$ cat src/rtl/fft_rx_frame_ctrl.sv
// Receive-side FFT frame controller: configures the FFT core, backpressures its output
// stream and checks each symbol for bin order, tlast placement and inter-beat timeout.
module fft_rx_frame_ctrl #(
  parameter int unsigned NFFT    = 8,
  parameter int unsigned IDXW    = 3,
  parameter int unsigned CFG_W   = 16,
  parameter int unsigned TIMEOUT = 64
) (
  input  logic             clk,
  input  logic             rstn,
  input  logic             start,
  input  logic             stop,
  input  logic [CFG_W-1:0] cfg_word,
  output logic [CFG_W-1:0] cfg_tdata,
  output logic             cfg_tvalid,
  input  logic             cfg_tready,
  input  logic             fft_m_data_tvalid,
  input  logic [IDXW-1:0]  fft_m_data_tuser,
  input  logic             fft_m_data_tlast,
  output logic             fft_m_data_tready,
  output logic             frame_valid,
  output logic             frame_err,
  output logic [1:0]       err_code,
  output logic             busy,
  output logic [15:0]      frame_cnt,
  output logic [7:0]       err_cnt
);

  localparam int unsigned    TW       = $clog2(TIMEOUT + 1);
  localparam logic [IDXW-1:0] LAST_IDX = IDXW'(NFFT - 1);

  typedef enum logic [1:0] {S_IDLE, S_CFG, S_WAIT, S_COLLECT} state_t;

  state_t           state_q, state_d;
  logic [CFG_W-1:0] cfg_tdata_q, cfg_tdata_d;
  logic             cfg_tvalid_q, cfg_tvalid_d;
  logic             tready_q, tready_d;
  logic             frame_valid_q, frame_valid_d;
  logic             frame_err_q, frame_err_d;
  logic [1:0]       err_code_q, err_code_d;
  logic             busy_q, busy_d;
  logic [15:0]      frame_cnt_q, frame_cnt_d;
  logic [7:0]       err_cnt_q, err_cnt_d;
  logic [IDXW-1:0]  exp_idx_q, exp_idx_d;
  logic [TW-1:0]    idle_cnt_q, idle_cnt_d;
  logic             accept;
  logic             err_hit;
  logic [1:0]       err_sel;

  assign accept = fft_m_data_tvalid && tready_q;

  // Next-state and output decode; every error funnels through err_hit below.
  always_comb begin
    state_d       = state_q;
    cfg_tdata_d   = cfg_tdata_q;
    exp_idx_d     = exp_idx_q;
    idle_cnt_d    = '0;
    frame_valid_d = 1'b0;
    frame_err_d   = 1'b0;
    err_code_d    = err_code_q;
    frame_cnt_d   = frame_cnt_q;
    err_cnt_d     = err_cnt_q;
    err_hit       = 1'b0;
    err_sel       = 2'd0;

    case (state_q)
      S_IDLE: begin
        if (start) begin
          cfg_tdata_d = cfg_word;
          state_d     = S_CFG;
        end
      end
      S_CFG: begin
        if (cfg_tready) begin
          exp_idx_d = '0;
          state_d   = S_WAIT;
        end
      end
      S_WAIT: begin
        if (accept) begin
          if (fft_m_data_tuser == '0) begin
            exp_idx_d = IDXW'(1);
            state_d   = S_COLLECT;
          end else begin
            err_hit = 1'b1;
            err_sel = 2'd1;
          end
        end else if (stop) begin
          state_d = S_IDLE;
        end
      end
      S_COLLECT: begin
        if (accept) begin
          if (fft_m_data_tuser != exp_idx_q) begin
            err_hit = 1'b1;
            err_sel = 2'd1;
          end else if (fft_m_data_tlast != (exp_idx_q == LAST_IDX)) begin
            err_hit = 1'b1;
            err_sel = 2'd3;
          end else if (exp_idx_q == LAST_IDX) begin
            frame_valid_d = 1'b1;
            if (frame_cnt_q != 16'hFFFF) frame_cnt_d = frame_cnt_q + 16'd1;
            exp_idx_d = '0;
            state_d   = S_WAIT;
          end else begin
            exp_idx_d = exp_idx_q + IDXW'(1);
          end
        end else begin
          idle_cnt_d = idle_cnt_q + TW'(1);
          if (idle_cnt_d == TW'(TIMEOUT)) begin
            err_hit = 1'b1;
            err_sel = 2'd2;
          end
        end
      end
      default: state_d = S_IDLE;
    endcase

    if (err_hit) begin
      frame_err_d = 1'b1;
      err_code_d  = err_sel;
      if (err_cnt_q != 8'hFF) err_cnt_d = err_cnt_q + 8'd1;
      exp_idx_d   = '0;
      idle_cnt_d  = '0;
      state_d     = S_WAIT;
    end

    cfg_tvalid_d = (state_d == S_CFG);
    tready_d     = (state_d == S_WAIT) || (state_d == S_COLLECT);
    busy_d       = (state_d != S_IDLE);
  end

  always_ff @(posedge clk or negedge rstn) begin
    if (!rstn) begin
      state_q       <= S_IDLE;
      cfg_tdata_q   <= '0;
      cfg_tvalid_q  <= 1'b0;
      tready_q      <= 1'b0;
      frame_valid_q <= 1'b0;
      frame_err_q   <= 1'b0;
      err_code_q    <= 2'd0;
      busy_q        <= 1'b0;
      frame_cnt_q   <= '0;
      err_cnt_q     <= '0;
      exp_idx_q     <= '0;
      idle_cnt_q    <= '0;
    end else begin
      state_q       <= state_d;
      cfg_tdata_q   <= cfg_tdata_d;
      cfg_tvalid_q  <= cfg_tvalid_d;
      tready_q      <= tready_d;
      frame_valid_q <= frame_valid_d;
      frame_err_q   <= frame_err_d;
      err_code_q    <= err_code_d;
      busy_q        <= busy_d;
      frame_cnt_q   <= frame_cnt_d;
      err_cnt_q     <= err_cnt_d;
      exp_idx_q     <= exp_idx_d;
      idle_cnt_q    <= idle_cnt_d;
    end
  end

  assign cfg_tdata         = cfg_tdata_q;
  assign cfg_tvalid        = cfg_tvalid_q;
  assign fft_m_data_tready = tready_q;
  assign frame_valid       = frame_valid_q;
  assign frame_err         = frame_err_q;
  assign err_code          = err_code_q;
  assign busy              = busy_q;
  assign frame_cnt         = frame_cnt_q;
  assign err_cnt           = err_cnt_q;

endmodule
$ cat config.mk
export PLATFORM = sky130hd
export DESIGN_NAME = fft_rx_frame_ctrl
export DESIGN_NICKNAME = d
export VERILOG_FILES = /design/src/rtl/fft_rx_frame_ctrl.sv
export SDC_FILE = /design/constraint.sdc
export NUM_CORES = 1
export LEC_CHECK = 0
export CAP_MARGIN = 20
export CORE_MARGIN = 1.5
export CORE_UTILIZATION = 48
export DETAILED_ROUTE_END_ITERATION = 10
export PLACE_DENSITY_LB_ADDON = 0.25
export SLEW_MARGIN = 20
export SYNTH_ARGS = -nofsm -noshare
export SYNTH_HDL_FRONTEND = slang
export SYNTH_SLANG_ARGS = --single-unit
$ cat constraint.sdc
create_clock -name clk -period 2.8 [get_ports clk]
set_input_delay 0.42 -clock clk [delete_from_list [all_inputs] [get_ports clk]]
set_output_delay 0.42 -clock clk [all_outputs]
set_load 0.02 [all_outputs]
==> flow_summary.ini, run 1 <==
[outcome]
status = finished, final reports clean

[critical_path]
critPathLaunchType = register
cp-end-kind = register
cp.required_ps = 3020
path_class = reg2reg
arrival_ps = 2700
cp_max_fo = 7

[floorplan]
die_w_um = 78.6
io_pins = 73
placementRows = 27
die_area_um2 = 6180
initial_core_util_pct = 49.9
coreArea_um2 = 5510
die_y_um = 78.6

[timing]
tns_ps = 0
fmax_mhz = 404
post-route-period-util_pct = 88.4
min_period_ps = 2480
drv_slew = 0
setup_viol = 0
worst_pin_slew_ps = 550
final-hold-violation-count = 0
skew_ps = 5.75
max_slew_margin_pct = 63.2
grt_setup_unrepaired = false

[placed_design]
place_congestion = 0.851
postPlaceCellArea_um2 = 3560
hpwl_um = 4190
io_buffers = 72

[pwr]
power.total_mw = 3.12
power.density_nw_per_um2 = 827
peakVddDrop_uv = 558
cellLeakagePower_nw = 1.62

[yosys]
synth_top_area_cell = dfrtp_1
ys_ff_latch = 59
yosys_warnings = 0
synth.most_common_cell = dfrtp_1
synth_top_area_share_pct = 53.8
ys_async_sr_fraction_pct = 100
syn-instance-count = 231
syn_avg_cell_area_um2 = 11.9
synthTopCellsByCount = dfrtp_1, nand2_1, mux2_2, nand3_1, xnor2_1
synth_ff_type = dfrtp_1
synth_enable_flop_cells = 0
synth_cell_types = 42
synth_area_leaders = dfrtp_1, mux2_2, xnor2_1
synthesis.area_um2 = 2750
yosysSeqAreaShare_pct = 53.8
synth_nets = 263

[clocking]
cts_buffer_depth = 2
clk-insertion-delay-late_ps = 340
cts_sinks = 59
clockRootBuffer = clkbuf_8
cts_tree = yes
cts-buffers-inserted = 9
htree_levels = 3
post_cts_resize_count = 0
clkSlewWorstSetupHoldPaths_ps = 70

[route]
detail-route-antenna-nets = 0
via_count = 2080
wl_per_cell_um = 14.8
dr.first_iter.drc_count = 78
drt-total-wl_um = 5830
drt-pass1-iter-count = 4
drcViolationCount = 0
viasPerCell = 5.29

[finish]
multiInputGateArea_um2 = 1230
regArea_um2 = 1480
antennaDiodeCount = 0
fin_util_pct = 68.6
drive_gt1_share_pct = 16.2
nFillCells = 408
final_design_area_no_fill_um2 = 3780
layout.nets = 348
syn2layout_area_growth_pct = 37.5

[hold_path]
min_path_type = reg2reg

[grt]
grt_start_max_net_pins = 28
grtUsageMet1_pct = 27.9
grt-busiest-layer = met2
antenna_found_initial = 0
grt_pass1_wl_um = 10100
grt.overflow.total = 0
grt_util_all_layers_pct = 21.2
grt_pass1_vias = 2111
grtUsageMet3_pct = 4.77
grtUsageMet2_pct = 32.8

[run]
drv_cap = 0
==> per-stage QoR <==
step / hold slack [ps] / instances / setup WS [ps]
floorplan: 124 / 231 / 661
CTS: 461 / 393 / 334
global placement: 306 / 376 / 382
finish: 460 / 393 / 324
global route: 492 / 393 / 204
detailed placement: 313 / 376 / 355
==> layer usage <==
| layer | vias up | share of wire [%] |
|---|---|---|
| li1 | 992 | - |
| met3 | 7 | 5.4 |
| met2 | 57 | 48 |
| met4 | 0 | 1.8 |
| met5 | - | 0 |
| met1 | 1024 | 45 |
==> repair_timing <==
item,4_1_cts,5_1_grt
hold buffers,1,0
buffers inserted,0,0
hold endpoints to repair,9,0
==> cell usage in the layout, fill, tap and decap left out, types with 2 or more instances in the layout <==
cell / Yosys / routed
clkdlybuf4s50_1: 0 / 71
dfrtp_1: 59 / 59
nand2_1: 22 / 22
mux2_2: 19 / 19
xnor2_1: 17 / 17
nand3_1: 17 / 17
nor2_1: 12 / 12
clkbuf_8: 0 / 11
nand4_1: 10 / 10
xor2_1: 10 / 10
ha_1: 6 / 6
buf_4: 0 / 6
and3_1: 5 / 5
and2_1: 4 / 4
mux2i_1: 4 / 4
a21oi_1: 4 / 4
a21oi_2: 4 / 4
a31oi_1: 3 / 3
nand2b_1: 3 / 3
nor2b_1: 2 / 2
nand4b_1: 2 / 2
inv_1: 2 / 2
and4_1: 2 / 2
clkinv_2: 0 / 2
==> flip-flops by register name, indices dropped and copies added, names as in the netlist <==
signal	cells
idle_cnt_q	7
exp_idx_q	3
frame_err	1
err_code	2
state_q	2
cfg_tvalid	1
err_cnt	8
cfg_tdata	16
frame_valid	1
fft_m_data_tready	1
busy	1
frame_cnt	16
==> cell type report <==
type / count / area share (%)
Timing Repair Buffer: 79 / 20.4
Clock inverter: 4 / 1.29
Inverter: 2 / 0.199
Sequential cell: 59 / 39.1
Clock buffer: 12 / 4.11
Tap cell: 72 / 2.39
Multi-Input combinational cell: 165 / 32.5
==> cell families (layout without fill, tap and decap cells) <==
kind of cell	Yosys count	in the layout	synth area share [%]
compound gates	21	21	6.47
fa+ha+maj	6	6	2.73
mux	24	24	9.66
flops	59	59	53.8
buf+inv	7	97	1.55
xor+xnor	27	27	8.61
simple gates	87	87	17.2
==> worst paths after layout <==
check | start | endpoint | slack (ps) | depth (start not counted)
min in group asynchronous | rstn | err_cnt[2] | 480 | 2
hold reg to reg | idle_cnt_q[0] | idle_cnt_q[0] | 460 | 1
setup reg to reg | exp_idx_q[0] | frame_cnt[14] | 320 | 8
setup / recovery | exp_idx_q[0] | frame_cnt[14] | 320 | 8
hold / removal | idle_cnt_q[0] | idle_cnt_q[0] | 460 | 1
max in group asynchronous | rstn | cfg_tdata[10] | 1700 | 3
==> report_power, final <==
part / internal, mW / switching [mW]
clock network: 0.458 / 0.339
registers: 1.06 / 0.175
logic: 0.560 / 0.531
==> worst max-delay path: stages (launching register included) <==
cell	delay [ps]
dfrtp_1	440
ha_1	220
ha_1	250
ha_1	380
nor2b_1	170
nand2_1	90
a211oi_2	500
nand3_1	170
xnor2_1	160
No activity file was read; power rests on OpenSTA's default activity.
==> inputs of run 2 (changes only) <==
- ABC_CLOCK_PERIOD_IN_PS: default -> 2800
==> results of run 2 <==
No change in the layout: final DEF, timing and power equal those of run 1.
==> inputs of run 3 (changes only) <==
--- a/config.mk
+++ b/config.mk
@@ -6,4 +6,5 @@
 export NUM_CORES = 1
 export LEC_CHECK = 0
+export ABC_AREA = 1
 export ABC_CLOCK_PERIOD_IN_PS = 2800
 export CAP_MARGIN = 20
==> constraint.sdc (replaced) <==
create_clock -name clk -period 2.8 [get_ports clk]
set_input_delay 0.84 -clock clk [delete_from_list [all_inputs] [get_ports clk]]
set_output_delay 0.84 -clock clk [all_outputs]
set_load 0.02 [all_outputs]
==> run 3 against run 2 <==
- routed wire length rose by 12%
- design area rose by 7.1%
- synthesized cell count rose by 53%
- sequential share of layout area fell by 2.6 points
- flip-flop and latch count did not move
- register-to-register slack improved by 130 ps
- fmax rose by 1.9%
- worst setup slack improved by 47 ps
==> flow_summary.ini, run 3 <==
[grt]
grt_util_all_layers_pct = 21.1
grt.overflow.total = 0
antenna_found_initial = 0
grt_pass1_vias = 2501
grt_start_max_net_pins = 60
grt_pass1_wl_um = 10700

[timing]
hold_slack_ps = 455
grt_setup_unrepaired = false
final-hold-violation-count = 0
setup_viol = 0
max_slew_margin_pct = 51.2
tns_ps = 0
fmax_mhz = 412
min_period_ps = 2430
skew_ps = 9.09
drv_slew = 0
setup_slack_ps = 370
post-route-period-util_pct = 86.8
worst_pin_slew_ps = 732

[critical_path]
r2r_setup_slack_ps = 450
cp.required_ps = 3070
r2r-end = err_cnt[6]
worstSetupEndpoint = err_cnt[6]
critPathLaunch = fft_m_data_tlast
r2r_cells = 10
critPathLaunchType = primary input
arrival_ps = 2700
reg2reg_from = exp_idx_q[0]
cp_max_fo = 11
path_class = in2reg
cp-end-kind = register

[finish]
final_common_cell = nand2_1
nFillCells = 527
final_cell_mix = nand2_1, clkdlybuf4s50_1, dfrtp_1
regArea_um2 = 1480
syn2layout_area_growth_pct = 33.0
antennaDiodeCount = 0
multiInputGateArea_um2 = 1360
layout.nets = 469
final_design_area_no_fill_um2 = 4050
drive_gt1_share_pct = 10.9

[placed_design]
pre_cts_slack_ps = 53.0
io_buffers = 72
hpwl_um = 4850
postPlaceCellArea_um2 = 3860
place_congestion = 0.859

[yosys]
syn_avg_cell_area_um2 = 8.59
synth_top_area_cell = dfrtp_1
synth_enable_flop_cells = 0
synth_ff_type = dfrtp_1
synth_cell_types = 28
ys_ff_latch = 59
yosys_warnings = 0
synth.most_common_cell = nand2_1
synthTopCellsByCount = nand2_1, dfrtp_1, inv_1, nor2_1, nand3_1
yosysSeqAreaShare_pct = 48.5
ys_async_sr_fraction_pct = 100
synthesis.area_um2 = 3040
syn-instance-count = 354
synth_top_area_share_pct = 48.5
synth_area_leaders = dfrtp_1, nand2_1, mux2_2
synth_nets = 386

[clocking]
clkSlewWorstSetupHoldPaths_ps = 70
cts_hold_buffers = 0
clk-insertion-delay-late_ps = 340
cts_sinks = 59
post_cts_resize_count = 0
cts-buffers-inserted = 9
clockRootBuffer = clkbuf_8
cts_tree = yes
post_cts_buffers = 0
htree_levels = 3
cts_buffer_depth = 2

[hold_path]
min_path_cells = 1
min_path_type = reg2reg

[run]
drv_cap = 0

[outcome]
status = finished, final reports clean

[route]
via_count = 2548
drt-total-wl_um = 6520
detail-route-antenna-nets = 0
viasPerCell = 4.93
drcViolationCount = 0
wl_per_cell_um = 12.6
drt-pass1-iter-count = 4
dr.first_iter.drc_count = 73

[floorplan]
initial_core_util_pct = 50.5
coreArea_um2 = 6030
io_pins = 73
die_y_um = 82.6
placementRows = 28
die_w_um = 82.6
die_area_um2 = 6820

[pwr]
cellLeakagePower_nw = 1.95
peakVddDrop_uv = 702
power.density_nw_per_um2 = 738
power.total_mw = 2.99
-- run 3: cell types whose count changed after synthesis, sizes merged, moves of 6 or more --
cell | before | now
xor2 | 10 | 17
nor3 | 2 | 9
xnor2 | 17 | 6
and3 | 6 | 0
nand3b | 0 | 6
inv | 2 | 46
nor2 | 12 | 33
nand2 | 22 | 100
o21ai | 1 | 17
a21oi | 8 | 1
-- run 3: report_power, final --
group          internal, mW  switching, mW  total [mW]
logic                 0.542          0.568        1.11
registers              1.05          0.130        1.18
clock network         0.366          0.332       0.698
-- run 3: per-layer routing --
layer  global-route usage (%)  up-vias  part of all wire, %  wire [um]
li1                         -     1289                    -          -
met1                     26.2     1187                   45       2970
met2                     33.3       65                   47       3080
met3                     9.01        7                  6.4        419
met4                     6.83        0                 0.95         62
met5                        0        -                    0          0
-- run 3: how the worst min path moves through the flow --
| stage | start | to | slack, ps |
|---|---|---|---|
| floorplan | idle_cnt_q[0] | idle_cnt_q[0] | 430 |
| finish | idle_cnt_q[0] | idle_cnt_q[0] | 460 |
| detailed placement | idle_cnt_q[0] | idle_cnt_q[0] | 450 |
| global route | idle_cnt_q[0] | idle_cnt_q[0] | 500 |
| global placement | idle_cnt_q[0] | idle_cnt_q[0] | 450 |
| CTS | idle_cnt_q[0] | idle_cnt_q[0] | 460 |
-- run 3: cell type report --
| class | count | area share [%] |
|---|---|---|
| Sequential cell | 59 | 36.5 |
| Multi-Input combinational cell | 244 | 33.6 |
| Timing Repair Buffer | 76 | 18.7 |
| Inverter | 47 | 4.39 |
| Clock buffer | 12 | 3.84 |
| Tap cell | 75 | 2.32 |
| Clock inverter | 4 | 0.619 |
-- run 3: cells by family after synthesis --
logic type	Yosys count	share of synthesized area, %
adder cells (fa/ha/maj)	6	2.47
AND/OR/NAND/NOR	178	25.6
flip-flops	59	48.5
multiplexers	16	5.92
buffers and inverters	51	6.79
AO/OA/AOI/OAI	21	4.07
XOR/XNOR	23	6.62
-- run 3: critical path: stages --
cell,delay [ps]
clkdlybuf4s50_1,420
ha_1,330
inv_1,90
nand4_1,120
a21oi_1,380
nand2_4,130
nand2_2,210
nand2_1,90
o21ai_2,60
-- run 3: stage by stage --
step / util (%) / cells
floorplan: - / 354
detailed placement: 64.1 / 501
CTS: 67.1 / 517
finish: 67.1 / 517
global placement: 64.1 / 501
global route: 67.1 / 517
